**src/rtl/writeback_stage_if.sv**
```systemverilog
`default_nettype none
// ============================================================================
// Module   : writeback_stage_if
// Brief    : Memory-stage to writeback bundle plus register-file write port.
// Revision : 1.0 - initial release
// ============================================================================
interface writeback_stage_if #(
    parameter int RETIRE_WIDTH = 64
);
    logic                    valid_in;
    logic [4:0]              rd_address_in;
    logic [31:0]             result_in;
    logic                    load_in;
    logic [2:0]              load_funct3;
    logic [1:0]              load_addr_lsb;
    logic                    mem_rvalid;
    logic [31:0]             mem_rdata;
    logic                    busy_out;
    logic [4:0]              rd_address;
    logic [31:0]             rd_data;
    logic [RETIRE_WIDTH-1:0] instret;

    modport master (
        output valid_in, rd_address_in, result_in, load_in, load_funct3,
               load_addr_lsb, mem_rvalid, mem_rdata,
        input  busy_out, rd_address, rd_data, instret
    );

    modport slave (
        input  valid_in, rd_address_in, result_in, load_in, load_funct3,
               load_addr_lsb, mem_rvalid, mem_rdata,
        output busy_out, rd_address, rd_data, instret
    );
endinterface
`default_nettype wire

```
**src/rtl/writeback_stage.sv**
```systemverilog
`default_nettype none
// ============================================================================
// Module   : writeback_stage
// Brief    : Final pipeline stage; waits for late loads, extends load data and
//            drives the register-file write port. Optional counter gated by
//            macro RETIRE_COUNTER_EN (undefined: instret tied to 0).
// Revision : 1.0 - initial release
// ============================================================================
module writeback_stage #(
    parameter int RETIRE_WIDTH = 64
) (
    input  wire logic         clk,
    input  wire logic         reset,
    writeback_stage_if.slave  wb
);
    typedef enum logic {
        ACCEPT    = 1'b0,
        WAIT_LOAD = 1'b1
    } state_t;

    state_t      state_q, state_d;
    logic [4:0]  rd_address_q, rd_address_d;
    logic [31:0] rd_data_q, rd_data_d;
    logic [4:0]  pend_rd_q, pend_rd_d;
    logic [2:0]  pend_funct3_q, pend_funct3_d;
    logic [1:0]  pend_lsb_q, pend_lsb_d;

    function automatic logic [31:0] extend_load(
        input logic [31:0] word,
        input logic [2:0]  funct3,
        input logic [1:0]  lsb
    );
        logic [7:0]  b;
        logic [15:0] h;
        b = word[{lsb, 3'b000} +: 8];
        h = lsb[1] ? word[31:16] : word[15:0];
        case (funct3)
            3'b000:  extend_load = {{24{b[7]}}, b};
            3'b001:  extend_load = {{16{h[15]}}, h};
            3'b100:  extend_load = {24'd0, b};
            3'b101:  extend_load = {16'd0, h};
            default: extend_load = word;
        endcase
    endfunction

    always_ff @(posedge clk) begin
        if (reset) begin
            state_q       <= ACCEPT;
            rd_address_q  <= 5'd0;
            rd_data_q     <= 32'd0;
            pend_rd_q     <= 5'd0;
            pend_funct3_q <= 3'd0;
            pend_lsb_q    <= 2'd0;
        end else begin
            state_q       <= state_d;
            rd_address_q  <= rd_address_d;
            rd_data_q     <= rd_data_d;
            pend_rd_q     <= pend_rd_d;
            pend_funct3_q <= pend_funct3_d;
            pend_lsb_q    <= pend_lsb_d;
        end
    end

    // rd_address defaults to 0: the register file writes on every edge.
    always_comb begin
        state_d       = state_q;
        rd_address_d  = 5'd0;
        rd_data_d     = rd_data_q;
        pend_rd_d     = pend_rd_q;
        pend_funct3_d = pend_funct3_q;
        pend_lsb_d    = pend_lsb_q;
        case (state_q)
            ACCEPT: begin
                if (wb.valid_in) begin
                    if (!wb.load_in) begin
                        rd_address_d = wb.rd_address_in;
                        rd_data_d    = wb.result_in;
                    end else if (wb.mem_rvalid) begin
                        rd_address_d = wb.rd_address_in;
                        rd_data_d    = extend_load(wb.mem_rdata, wb.load_funct3,
                                                   wb.load_addr_lsb);
                    end else begin
                        pend_rd_d     = wb.rd_address_in;
                        pend_funct3_d = wb.load_funct3;
                        pend_lsb_d    = wb.load_addr_lsb;
                        state_d       = WAIT_LOAD;
                    end
                end
            end
            WAIT_LOAD: begin
                if (wb.mem_rvalid) begin
                    rd_address_d = pend_rd_q;
                    rd_data_d    = extend_load(wb.mem_rdata, pend_funct3_q, pend_lsb_q);
                    state_d      = ACCEPT;
                end
            end
            default: state_d = ACCEPT;
        endcase
    end

    assign wb.busy_out   = (state_q == WAIT_LOAD);
    assign wb.rd_address = rd_address_q;
    assign wb.rd_data    = rd_data_q;

`ifdef RETIRE_COUNTER_EN
    logic                    retire;
    logic [RETIRE_WIDTH-1:0] instret_q;

    assign retire = (state_q == ACCEPT    && wb.valid_in && (!wb.load_in || wb.mem_rvalid))
                 || (state_q == WAIT_LOAD && wb.mem_rvalid);

    always_ff @(posedge clk) begin
        if (reset)
            instret_q <= '0;
        else if (retire)
            instret_q <= instret_q + 1'b1;
    end

    assign wb.instret = instret_q;
`else
    assign wb.instret = '0;
`endif

endmodule
`default_nettype wire

```
**src/flat_wrapper.sv**
```systemverilog
// flat-port wrapper written by rule: the top's interface ports become plain ports
module writeback_stage_flat 
#(
    parameter int RETIRE_WIDTH = 64
)
  (clk, reset, wb_valid_in, wb_rd_address_in, wb_result_in, wb_load_in, wb_load_funct3, wb_load_addr_lsb, wb_mem_rvalid, wb_mem_rdata, wb_busy_out, wb_rd_address, wb_rd_data, wb_instret);
  writeback_stage_if #(.RETIRE_WIDTH(RETIRE_WIDTH)) wb_i ();
  input  wire logic clk;
  input  wire logic reset;
  input wire logic [$bits(wb_i.valid_in)-1:0] wb_valid_in;
  input wire logic [$bits(wb_i.rd_address_in)-1:0] wb_rd_address_in;
  input wire logic [$bits(wb_i.result_in)-1:0] wb_result_in;
  input wire logic [$bits(wb_i.load_in)-1:0] wb_load_in;
  input wire logic [$bits(wb_i.load_funct3)-1:0] wb_load_funct3;
  input wire logic [$bits(wb_i.load_addr_lsb)-1:0] wb_load_addr_lsb;
  input wire logic [$bits(wb_i.mem_rvalid)-1:0] wb_mem_rvalid;
  input wire logic [$bits(wb_i.mem_rdata)-1:0] wb_mem_rdata;
  output wire logic [$bits(wb_i.busy_out)-1:0] wb_busy_out;
  output wire logic [$bits(wb_i.rd_address)-1:0] wb_rd_address;
  output wire logic [$bits(wb_i.rd_data)-1:0] wb_rd_data;
  output wire logic [$bits(wb_i.instret)-1:0] wb_instret;
  assign wb_i.valid_in = wb_valid_in;
  assign wb_i.rd_address_in = wb_rd_address_in;
  assign wb_i.result_in = wb_result_in;
  assign wb_i.load_in = wb_load_in;
  assign wb_i.load_funct3 = wb_load_funct3;
  assign wb_i.load_addr_lsb = wb_load_addr_lsb;
  assign wb_i.mem_rvalid = wb_mem_rvalid;
  assign wb_i.mem_rdata = wb_mem_rdata;
  assign wb_busy_out = wb_i.busy_out;
  assign wb_rd_address = wb_i.rd_address;
  assign wb_rd_data = wb_i.rd_data;
  assign wb_instret = wb_i.instret;
  writeback_stage #(.RETIRE_WIDTH(RETIRE_WIDTH)) u_core (.clk(clk), .reset(reset), .wb(wb_i));
endmodule
```
**config.mk**
```make
export PLATFORM = sky130hd
export DESIGN_NAME = writeback_stage_flat
export DESIGN_NICKNAME = d
export VERILOG_FILES = /design/src/rtl/writeback_stage_if.sv /design/src/rtl/writeback_stage.sv /design/src/flat_wrapper.sv
export SDC_FILE = /design/constraint.sdc
export NUM_CORES = 1
export LEC_CHECK = 0
export ABC_AREA = 1
export ABC_CLOCK_PERIOD_IN_PS = 4100
export CAP_MARGIN = 0
export CORE_MARGIN = 5
export CORE_UTILIZATION = 49
export CTS_BUF_LIST = sky130_fd_sc_hd__clkbuf_8 sky130_fd_sc_hd__clkbuf_16
export CTS_CLUSTER_DIAMETER = 30
export DETAILED_ROUTE_END_ITERATION = 8
export PLACE_DENSITY_LB_ADDON = 0.2
export SLEW_MARGIN = 15
export SYNTH_ARGS = -nofsm -noshare
export SYNTH_HDL_FRONTEND = slang
export SYNTH_SLANG_ARGS = --single-unit
```
**constraint.sdc**
```tcl
create_clock -name clk -period 4.1 [get_ports clk]
set_input_delay 0.82 -clock clk [delete_from_list [all_inputs] [get_ports clk]]
set_output_delay 0.82 -clock clk [all_outputs]
set_load 0.02 [all_outputs]
```
==> results of run 1 <==
-- cells in the final DEF (no fill, tap or decap) --
master / instances
inv_1: 65
inv_4: 2
clkbuf_8: 6
a22oi_1: 8
nand2_2: 6
nor2_8: 2
o21ai_0: 31
nand2_4: 2
o21a_1: 1
conb_1: 64
nand3b_2: 1
a21oi_1: 38
nand3_1: 113
clkinv_2: 2
inv_6: 1
nor2_2: 5
inv_2: 8
nand3_2: 14
nand2_1: 255
or2_2: 24
o21ai_2: 1
clkdlybuf4s50_1: 116
o21ai_1: 3
a21oi_2: 2
buf_4: 6
dfxtp_1: 48
o211ai_1: 1
nor2_1: 81
-- area by class of cell --
class                      instances  area share
multi-input combinational        652       0.522
clock inverter                     2     0.00242
tap                              129      0.0284
clock buffer                       6      0.0145
sequential                        48       0.169
timing repair buffer             122       0.212
inverter                          76      0.0513
-- metrics by stage --
stage | worst slack [ns] | utilization | power [mW] | area [µm²] | hold WS [ns]
finish | 1.40 | 0.609 | 1.47 | 5680 | 0.474
global route | 1.28 | 0.609 | 1.56 | 5680 | 0.506
CTS | 1.45 | 0.609 | 1.47 | 5680 | 0.478
detailed placement | 1.11 | 0.598 | 1.14 | 5580 | 0.456
global placement | 1.26 | 0.598 | 1.13 | 5580 | 0.453
floorplan | 2.30 | - | 0.972 | 4970 | 0.441
-- cell usage after synthesis (all sizes together) --
master | n | area [µm²]
nand2 | 263 | 1020
nand3 | 127 | 706
buf | 94 | 702
nor2 | 88 | 375
inv | 75 | 287
dfxtp | 48 | 961
a21oi | 40 | 208
o21ai | 35 | 179
or2 | 24 | 150
clkbuf | 15 | 57.6
a22oi | 8 | 60.1
clkinv | 1 | 5.00
conb | 1 | 3.75
nand3b | 1 | 11.3
o211ai | 1 | 7.51
o21a | 1 | 7.51
-- metal layers --
metal | global-route usage | vias up | routed length, µm
met5 | 0 | - | 0
met3 | 0.0382 | 24 | 1270
met1 | 0.344 | 2320 | 6610
met4 | 0.0622 | 0 | 280
li1 | - | 2619 | -
met2 | 0.453 | 287 | 7650
-- flip-flops by register name, indices dropped and copies added (netlist names) --
name	flops
u_core.wb.rd_data	32
u_core.pend_rd_q	5
u_core.pend_lsb_q	2
u_core.wb.busy_out	1
u_core.wb.rd_address	5
u_core.pend_funct3_q	3
-- kinds of logic after synthesis --
| group | synth area share |
|---|---|
| other cells | 0.000792 |
| flops | 0.203 |
| compound gates | 0.0975 |
| buf+inv | 0.222 |
| simple gates | 0.477 |
-- worst max-delay path, delay by kind of cell --
kind                   cells  cell delay (ns)
AND/OR/NAND/NOR            8             0.93
buffers and inverters      3             1.16
-- power by group --
group | switching [mW] | total (mW) | leakage [nW] | internal (mW)
sequential | 0.0212 | 0.525 | 0.396 | 0.504
combinational | 0.375 | 0.609 | 2.49 | 0.235
clock | 0.192 | 0.331 | 0.0516 | 0.139
total | 0.588 | 1.47 | 2.94 | 0.878
-- path summary, 6_finish.rpt --
path,from,end,slack (ns),cells past startpoint
worst min-delay path,u_core.pend_rd_q[0],u_core.pend_rd_q[0],0.47,2
worst max register to register,u_core.pend_lsb_q[1],u_core.wb.rd_data[25],1.87,9
worst max-delay path,wb_load_addr_lsb[1],u_core.wb.rd_data[25],1.40,11
worst min register to register,u_core.pend_rd_q[0],u_core.pend_rd_q[0],0.47,2
==> run summary, run 1 <==
Status: finished clean
CTS tree: built
Cell variety after synth: 30
Vias: 5250
Register area: 961 µm²
Port bufs: 116
Mapped cell area: 4740 µm²
Max_slew headroom: 0.582
Period minus WS final: 2.70 ns
Non-Filler Instances: 1035
RSZ-0062 raised after global routing: no
Via density: 5.07
Largest net degree at the start of global routing: 65
Crit path max-delay cell type: clkdlybuf4s50_1
PD cells: 258 nW/µm²
Routed Antenna Nets: 0
Starting Density: 0.508
Area delta synth->final: 19.9%
Endpoints failing setup: 0
Site row count: 35
CTS Hold Bufs: 0
Critical Path Fanout Max: 24
Hold Crit Class: reg -> reg
Clock buffer depth: 2
Setup TNS: 0 ns
CP max stage delay: 0.70 ns
I/O Pins: 181
F_max: 0.371 GHz
Static Leak: 2.94 nW
Final hold viol count: 0
Root Buffer: clkbuf_8
Area of the multi-input gates: 2960 µm²
Worst EP arrival: 2.92 ns
WP data required: 4.32 ns
First-pass GRT wire length: 24700 µm
DRC Markers: 0
Sequential element share of the synthesized area: 0.203
Die ar.: 11700 µm²
Worst-Skew Late Latency: 0.32 ns
Placed cells: 1027
CP Class: in -> reg
WL final: 15800 µm
Antenna cells: 0
Least-Margin Pin Slew: 0.627 ns
Worst-path clk slew: 0.10 ns
VDD IR max: 168 µV
Yosys Warn Count: 0
Skew final: 0.00747 ns
Worst-path cell chain: clkdlybuf4s50_1, inv_2, nand2_2, nand3_2, nand2_2, nand2_4, nand3_2, nand3_1, nand3_1, nand2_1, inv_1
Congestion Overflow GR: 0
Slew Limit Fails: 0
Crit. End Element: flip-flop
Layout cell share with drive strength beyond 1: 0.0905
Number of global-route vias before repair: 4850
Flops & latches, synth: 48
Critical path launch point type: input port
Post-cts gate resize count: 0
Die Wd: 108 µm
# H-tree levels: 2
Average wire per standard cell: 15.3 µm
Post-DP HPWL: 11700 µm
Die Height: 108 µm
Syn_area_per_cell: 5.76 µm²
Detailed-router iteration count before antenna repair: 5
CTS buffer count: 5
Clk sinks: 48
Final-layout fill cell count: 947
Nets: 984
Syn Inst Count: 822
Post-CTS Setup Bufs: 0
Placer Congestion: 0.943
Total track usage: 0.262
Final period utilization: 0.658
Maxcap violations: 0
Initial antenna violation count: 0
Initial DRC Count: 444
Core area: 9330 µm²
(Power assumes the default switching activity.)
==> run 2: changes to the inputs <==
--- a/config.mk
+++ b/config.mk
@@ -6,10 +6,10 @@
 export NUM_CORES = 1
 export LEC_CHECK = 0
 export ABC_AREA = 1
-export ABC_CLOCK_PERIOD_IN_PS = 4100
+export ABC_CLOCK_PERIOD_IN_PS = 2800
 export CAP_MARGIN = 0
 export CORE_MARGIN = 5
-export CORE_UTILIZATION = 49
+export CORE_UTILIZATION = 45
 export CTS_BUF_LIST = sky130_fd_sc_hd__clkbuf_8 sky130_fd_sc_hd__clkbuf_16
 export CTS_CLUSTER_DIAMETER = 30
 export DETAILED_ROUTE_END_ITERATION = 8
==> constraint.sdc (replaced) <==
create_clock -name clk -period 2.8 [get_ports clk]
set_input_delay 0.56 -clock clk [delete_from_list [all_inputs] [get_ports clk]]
set_output_delay 0.56 -clock clk [all_outputs]
set_load 0.02 [all_outputs]
==> run 2 against run 1 <==
Against the previous run: total power grew 49%; via count down 4.4%; register-to-register slack got worse by 1.1 ns; first-iteration DRC count fell by 30%; clock skew rose by 0.0067 ns; non-clock buffer count is 6 higher; global-route usage fell by 4.4 points; cell area grew 1.5%; critical endpoint is now wb_busy_out.
==> run summary, run 2 (synthesis results as in run 1) <==
Hold Crit Class: reg -> reg
Status: finished clean
Skew final: 0.0142 ns (+0.00669 ns)
CTS tree: built
Via density: 4.79 (-5.5%)
Core area: 10300 µm² (+10%)
Crit path max-delay cell type: clkdlybuf4s50_1
Post-route design area: 5760 µm² (+1.5%)
Endpoints failing setup: 0 (unchanged)
Period minus WS final: 2.24 ns
Static Leak: 2.98 nW (+1.2%)
Worst EP arrival: 1.68 ns (-1.24 ns)
Critical Path Fanout Max: 12 (-50%)
CP max stage delay: 0.72 ns (+0.02 ns)
Most frequent cells in the layout: nand2_1 (255), clkdlybuf4s50_1 (116), nand3_1 (113)
Reg2reg end: u_core.wb.rd_data[29]
Sw Ratio: 0.376 (-0.0249)
Total track usage: 0.218 (-0.0441)
Detailed-router iteration count before antenna repair: 5 (unchanged)
Post-cts gate resize count: 0 (unchanged)
Slew Limit Fails: 0 (unchanged)
Vias: 5021 (-4.4%)
Post-CTS Setup Bufs: 0 (unchanged)
Die ar.: 12700 µm² (+8.0%)
Crit. End Element: output pin
Clk pwr share: 0.241 (+0.015)
R2R depth: 9 (unchanged)
Clock buffer depth: 2 (unchanged)
Site row count: 37 (+5.7%)
Maxcap violations: 0 (unchanged)
Die Wd: 113 µm (+3.9%)
PD cells: 379 nW/µm² (+47%)
Average wire per standard cell: 13.8 µm (-9.8%)
Delay-heaviest family, CP: buffers and inverters
Comb pwr share: 0.408 (-0.008)
Initial DRC Count: 310 (-30%)
Root Buffer: clkbuf_8
Number of global-route vias before repair: 4584 (-5.5%)
# H-tree levels: 2 (unchanged)
Nets: 990 (+0.61%)
DRC Markers: 0 (unchanged)
WL final: 14400 µm (-8.7%)
CP Class: reg -> out
NetSw: 0.821 mW (+40%)
Largest net degree at the start of global routing: 35 (-46%)
Post-DP HPWL: 11000 µm (-6.3%)
Layout cell share with drive strength beyond 1: 0.0965 (+0.00598)
Sequential share of power: 0.352 (-0.006)
Clk sinks: 48 (unchanged)
Critical path launch point type: flip-flop
CTS Hold Bufs: 0 (unchanged)
Placer Congestion: 0.941 (-0.31%)
Area delta synth->final: 21.7%
WP data required: 2.24 ns (-2.08 ns)
CTS buffer count: 5 (unchanged)
Final hold viol count: 0 (unchanged)
Max reg flops: 32 (unchanged)
Setup TNS: 0 ns (unchanged)
Worst-path cell chain: clkdlybuf4s50_1
Hold depth: 2 (unchanged)
Starting Density: 0.461 (-0.0469)
Worst-Skew Late Latency: 0.31 ns (about the same)
Die Height: 113 µm (+3.9%)
Least-Margin Pin Slew: 0.566 ns (-0.0606 ns)
RSZ-0062 raised after global routing: no
Max_slew headroom: 0.622 (+0.0400)
Final period utilization: 0.800
Port bufs: 116 (unchanged)
Placed cell area: 5650 µm² (+1.2%)
Internal power: 1.36 mW (+55%)
F_max: 0.447 GHz
RR Startpoint: u_core.wb.busy_out
Routed Antenna Nets: 0 (unchanged)
I/O Pins: 181 (unchanged)
Crit path buf inv count: 1 (-2)
R2R setup slack: 0.77 ns (-1.10 ns)
Antenna cells: 0 (unchanged)
First-pass GRT wire length: 23000 µm (-6.7%)
WHS Endpoint: u_core.pend_rd_q[0]
Post-Route Hold Slack: 0.469 ns (-0.00487 ns)
Congestion Overflow GR: 0 (unchanged)
Initial antenna violation count: 0 (unchanged)
Most common cell after layout, fill and taps aside: nand2_1
Worst-path clk slew: 0.10 ns (about the same)
Worst hold start: u_core.pend_rd_q[0]
VDD IR max: 248 µV (+48%)
## run 2: power by group through the flow
| stage | Clock, mW | Sequential, mW | Combinational (mW) |
|---|---|---|---|
| final | 0.525 | 0.768 | 0.889 |
| after global routing | 0.557 | 0.774 | 0.986 |
| after CTS | 0.537 | 0.768 | 0.887 |
| after detailed placement | 0 | 0.783 | 0.882 |
| after global placement | 0 | 0.783 | 0.881 |
| after floorplan | 0 | 0.838 | 0.585 |
## run 2: area by class of cell
cell class / instances / area (µm²)
Clock buffer: 5 / 68.8
Clock inverter: 3 / 46.3
Fill cell: 1130 / 4510
Inverter: 76 / 292
Multi-Input combinational cell: 652 / 2960
Sequential cell: 48 / 961
Tap cell: 136 / 170
Timing Repair Buffer: 128 / 1260
## run 2: worst reg2reg max path: cells and delay by family (launching register included)
| kind | cells | cell delay (ns) |
|---|---|---|
| buffers and inverters | 4 | 0.86 |
| DFF | 1 | 0.48 |
| and+or+nand+nor | 5 | 0.59 |
## run 2: through the flow
stage          utilization  worst slack [ns]  cells  power (mW)
2_1_floorplan            -              1.26    885        1.42
3_3_place_gp         0.550             0.472   1040        1.66
3_5_place_dp         0.550             0.464   1040        1.67
4_1_cts              0.561             0.541   1048        2.19
5_1_grt              0.561             0.499   1048        2.32
6_report             0.561             0.561   1048        2.18
## run 2: how the worst max path moves through the flow
stage	startpoint	to	slack, ns	depth (start not counted)
6_report	u_core.wb.busy_out	wb_busy_out	0.56	1
5_1_grt	u_core.wb.busy_out	wb_busy_out	0.50	1
4_1_cts	u_core.wb.busy_out	wb_busy_out	0.54	1
3_5_place_dp	wb_load_in	u_core.pend_rd_q[2]	0.46	8
3_3_place_gp	wb_load_addr_lsb[1]	u_core.wb.rd_data[29]	0.47	11
2_1_floorplan	wb_load_funct3[1]	u_core.wb.rd_data[30]	1.26	11
## run 2: routing by layer
| metal | part of all wire | global-route usage | vias to the layer above |
|---|---|---|---|
| met4 | 0.026 | 0.0641 | 0 |
| met1 | 0.46 | 0.307 | 2174 |
| met2 | 0.44 | 0.342 | 195 |
| li1 | - | - | 2629 |
| met3 | 0.072 | 0.0329 | 23 |
| met5 | 0 | 0 | - |
==> run 3: changes to the inputs <==
--- a/config.mk
+++ b/config.mk
@@ -6,7 +6,7 @@
 export NUM_CORES = 1
 export LEC_CHECK = 0
 export ABC_AREA = 1
-export ABC_CLOCK_PERIOD_IN_PS = 2800
+export ABC_CLOCK_PERIOD_IN_PS = 2300
 export CAP_MARGIN = 0
 export CORE_MARGIN = 5
 export CORE_UTILIZATION = 45
==> constraint.sdc (replaced) <==
create_clock -name clk -period 2.3 [get_ports clk]
set_input_delay 0.46 -clock clk [delete_from_list [all_inputs] [get_ports clk]]
set_output_delay 0.46 -clock clk [all_outputs]
set_load 0.02 [all_outputs]
==> run 3 against run 2 <==
Against the previous run: cell area up 2.3%; critical endpoint unchanged; die area is the same; total power rose by 24%; clock power increased by 24%; sequential share of layout area down 0.38 points; flip-flop and latch count unchanged.
==> run summary, run 3 (synthesis results as in run 1) <==
Most common cell after layout, fill and taps aside: nand2_1
Core Util, Final: 0.574 (+0.0131)
Final period utilization: 0.940
Number of global-route vias before repair: 4499 (-1.9%)
Average wire per standard cell: 13.6 µm (-1.2%)
Crit path launch: u_core.wb.busy_out
PD cells: 458 nW/µm² (+21%)
Routed Antenna Nets: 0 (unchanged)
Crit path capture: wb_busy_out
# H-tree levels: 2 (unchanged)
Clk sinks: 48 (unchanged)
Hold Crit Class: reg -> reg
CTS Hold Bufs: 0 (unchanged)
Worst-Skew Late Latency: 0.31 ns (about the same)
CP max stage delay: 0.72 ns (about the same)
Site row count: 37 (unchanged)
Die Height: 113 µm (unchanged)
Root Buffer: clkbuf_8
Status: finished clean
Post-route design area: 5900 µm² (+2.3%)
Endpoints failing setup: 0 (unchanged)
Skew final: 0.0148 ns (+0.000620 ns)
Maxcap violations: 0 (unchanged)
Clk pwr share: 0.240 (about the same)
Worst-path cell chain: clkdlybuf4s50_1
WL final: 14400 µm (about the same)
Final-layout fill cell count: 1086 (-3.9%)
Total track usage: 0.216 (-0.00203)
Reg2reg end: u_core.wb.rd_data[19]
Worst-path clk slew: 0.10 ns (about the same)
Port bufs: 116 (unchanged)
Critical path launch point type: flip-flop
Delay-heaviest family, CP: buffers and inverters
Final hold viol count: 0 (unchanged)
Largest net degree at the start of global routing: 35 (unchanged)
Setup TNS: 0 ns (unchanged)
Starting Density: 0.461 (unchanged)
RSZ-0062 raised after global routing: no
Congestion Overflow GR: 0 (unchanged)
CTS tree: built
R2R depth: 10 (+1)
F_max: 0.463 GHz
Static Leak: 3.05 nW (+2.5%)
Placed cell area: 5780 µm² (+2.4%)
Antenna cells: 0 (unchanged)
Crit path buf inv count: 1 (unchanged)
Hold depth: 2 (unchanged)
Worst EP arrival: 1.70 ns (+0.02 ns)
Most frequent cells in the layout: nand2_1 (255), clkdlybuf4s50_1 (116), nand3_1 (113)
CTS buffer count: 5 (unchanged)
Worst hold start: u_core.pend_rd_q[1]
Placer Congestion: 1.01 (+7.1%)
Die ar.: 12700 µm² (unchanged)
DRC Markers: 0 (unchanged)
First-pass GRT wire length: 22800 µm (-1.0%)
Initial antenna violation count: 0 (unchanged)
Least-Margin Pin Slew: 0.533 ns (-0.0337 ns)
Max reg flops: 32 (unchanged)
Via density: 4.79 (about the same)
I/O Pins: 181 (unchanged)
Comb pwr share: 0.413 (+0.005)
Slew Limit Fails: 0 (unchanged)
Period minus WS final: 2.16 ns
R2R setup slack: 0.63 ns (-0.14 ns)
Vias: 5085 (+1.3%)
Layout cell share with drive strength beyond 1: 0.109 (+0.0127)
Final Total Pwr: 2.70 mW (+24%)
Max_slew headroom: 0.645 (+0.0224)
Post-cts gate resize count: 0 (unchanged)
CP Class: reg -> out
WP data required: 1.84 ns (-0.40 ns)
Critical Path Fanout Max: 12 (unchanged)
Die Wd: 113 µm (unchanged)
Area delta synth->final: 24.5%
Post-DP HPWL: 11100 µm (+0.53%)
Initial DRC Count: 357 (+15%)
NetSw: 1.01 mW (+24%)
Crit. End Element: output pin
Core area: 10300 µm² (unchanged)
Sw Ratio: 0.376 (-0.000649)
Sequential share of power: 0.347 (-0.005)
Post-CTS Setup Bufs: 0 (unchanged)
Nets: 1003 (+1.3%)
VDD IR max: 253 µV (+2.0%)
Crit path max-delay cell type: clkdlybuf4s50_1
Internal power: 1.69 mW (+24%)
Clock buffer depth: 2 (unchanged)
Detailed-router iteration count before antenna repair: 5 (unchanged)
Crit path depth: 1 (unchanged)
RR Startpoint: u_core.wb.busy_out
run 3: cell type report:
cell class,instances,area [µm²],share of cell area
Multi-Input combinational cell,652,2960,0.502
Tap cell,136,170,0.0289
Clock buffer,5,68.8,0.0117
Inverter,76,292,0.0494
Sequential cell,48,961,0.163
Clock inverter,3,46.3,0.00785
Timing Repair Buffer,141,1400,0.237
run 3: per-layer routing:
metal	global-route usage	share of wire	up-vias
met5	0	0	-
met2	0.350	0.46	217
met3	0.0372	0.076	13
met4	0.0353	0.011	0
met1	0.304	0.45	2200
li1	-	-	2655
run 3: worst min path at each step:
stage                               end  slack [ns]
global placement    u_core.pend_rd_q[1]        0.45
finish              u_core.pend_rd_q[1]        0.47
CTS                 u_core.pend_rd_q[1]        0.47
global route        u_core.pend_rd_q[0]        0.49
floorplan           u_core.pend_rd_q[0]        0.44
detailed placement  u_core.pend_rd_q[1]        0.45
run 3: through the flow:
step                cells  hold slack (ns)  setup WS [ns]
floorplan             885            0.441          0.828
global placement     1053            0.450          0.154
detailed placement   1053            0.453          0.158
CTS                  1061            0.469          0.122
global route         1061            0.490         0.0771
finish               1061            0.468          0.139
run 3: power by group through the flow:
stage / clock network, mW / registers, mW / logic (mW)
3_5_place_dp: 0 / 0.955 / 1.11
4_1_cts: 0.667 / 0.936 / 1.11
2_1_floorplan: 0 / 1.02 / 0.712
5_1_grt: 0.690 / 0.944 / 1.23
3_3_place_gp: 0 / 0.955 / 1.10
6_report: 0.649 / 0.936 / 1.12
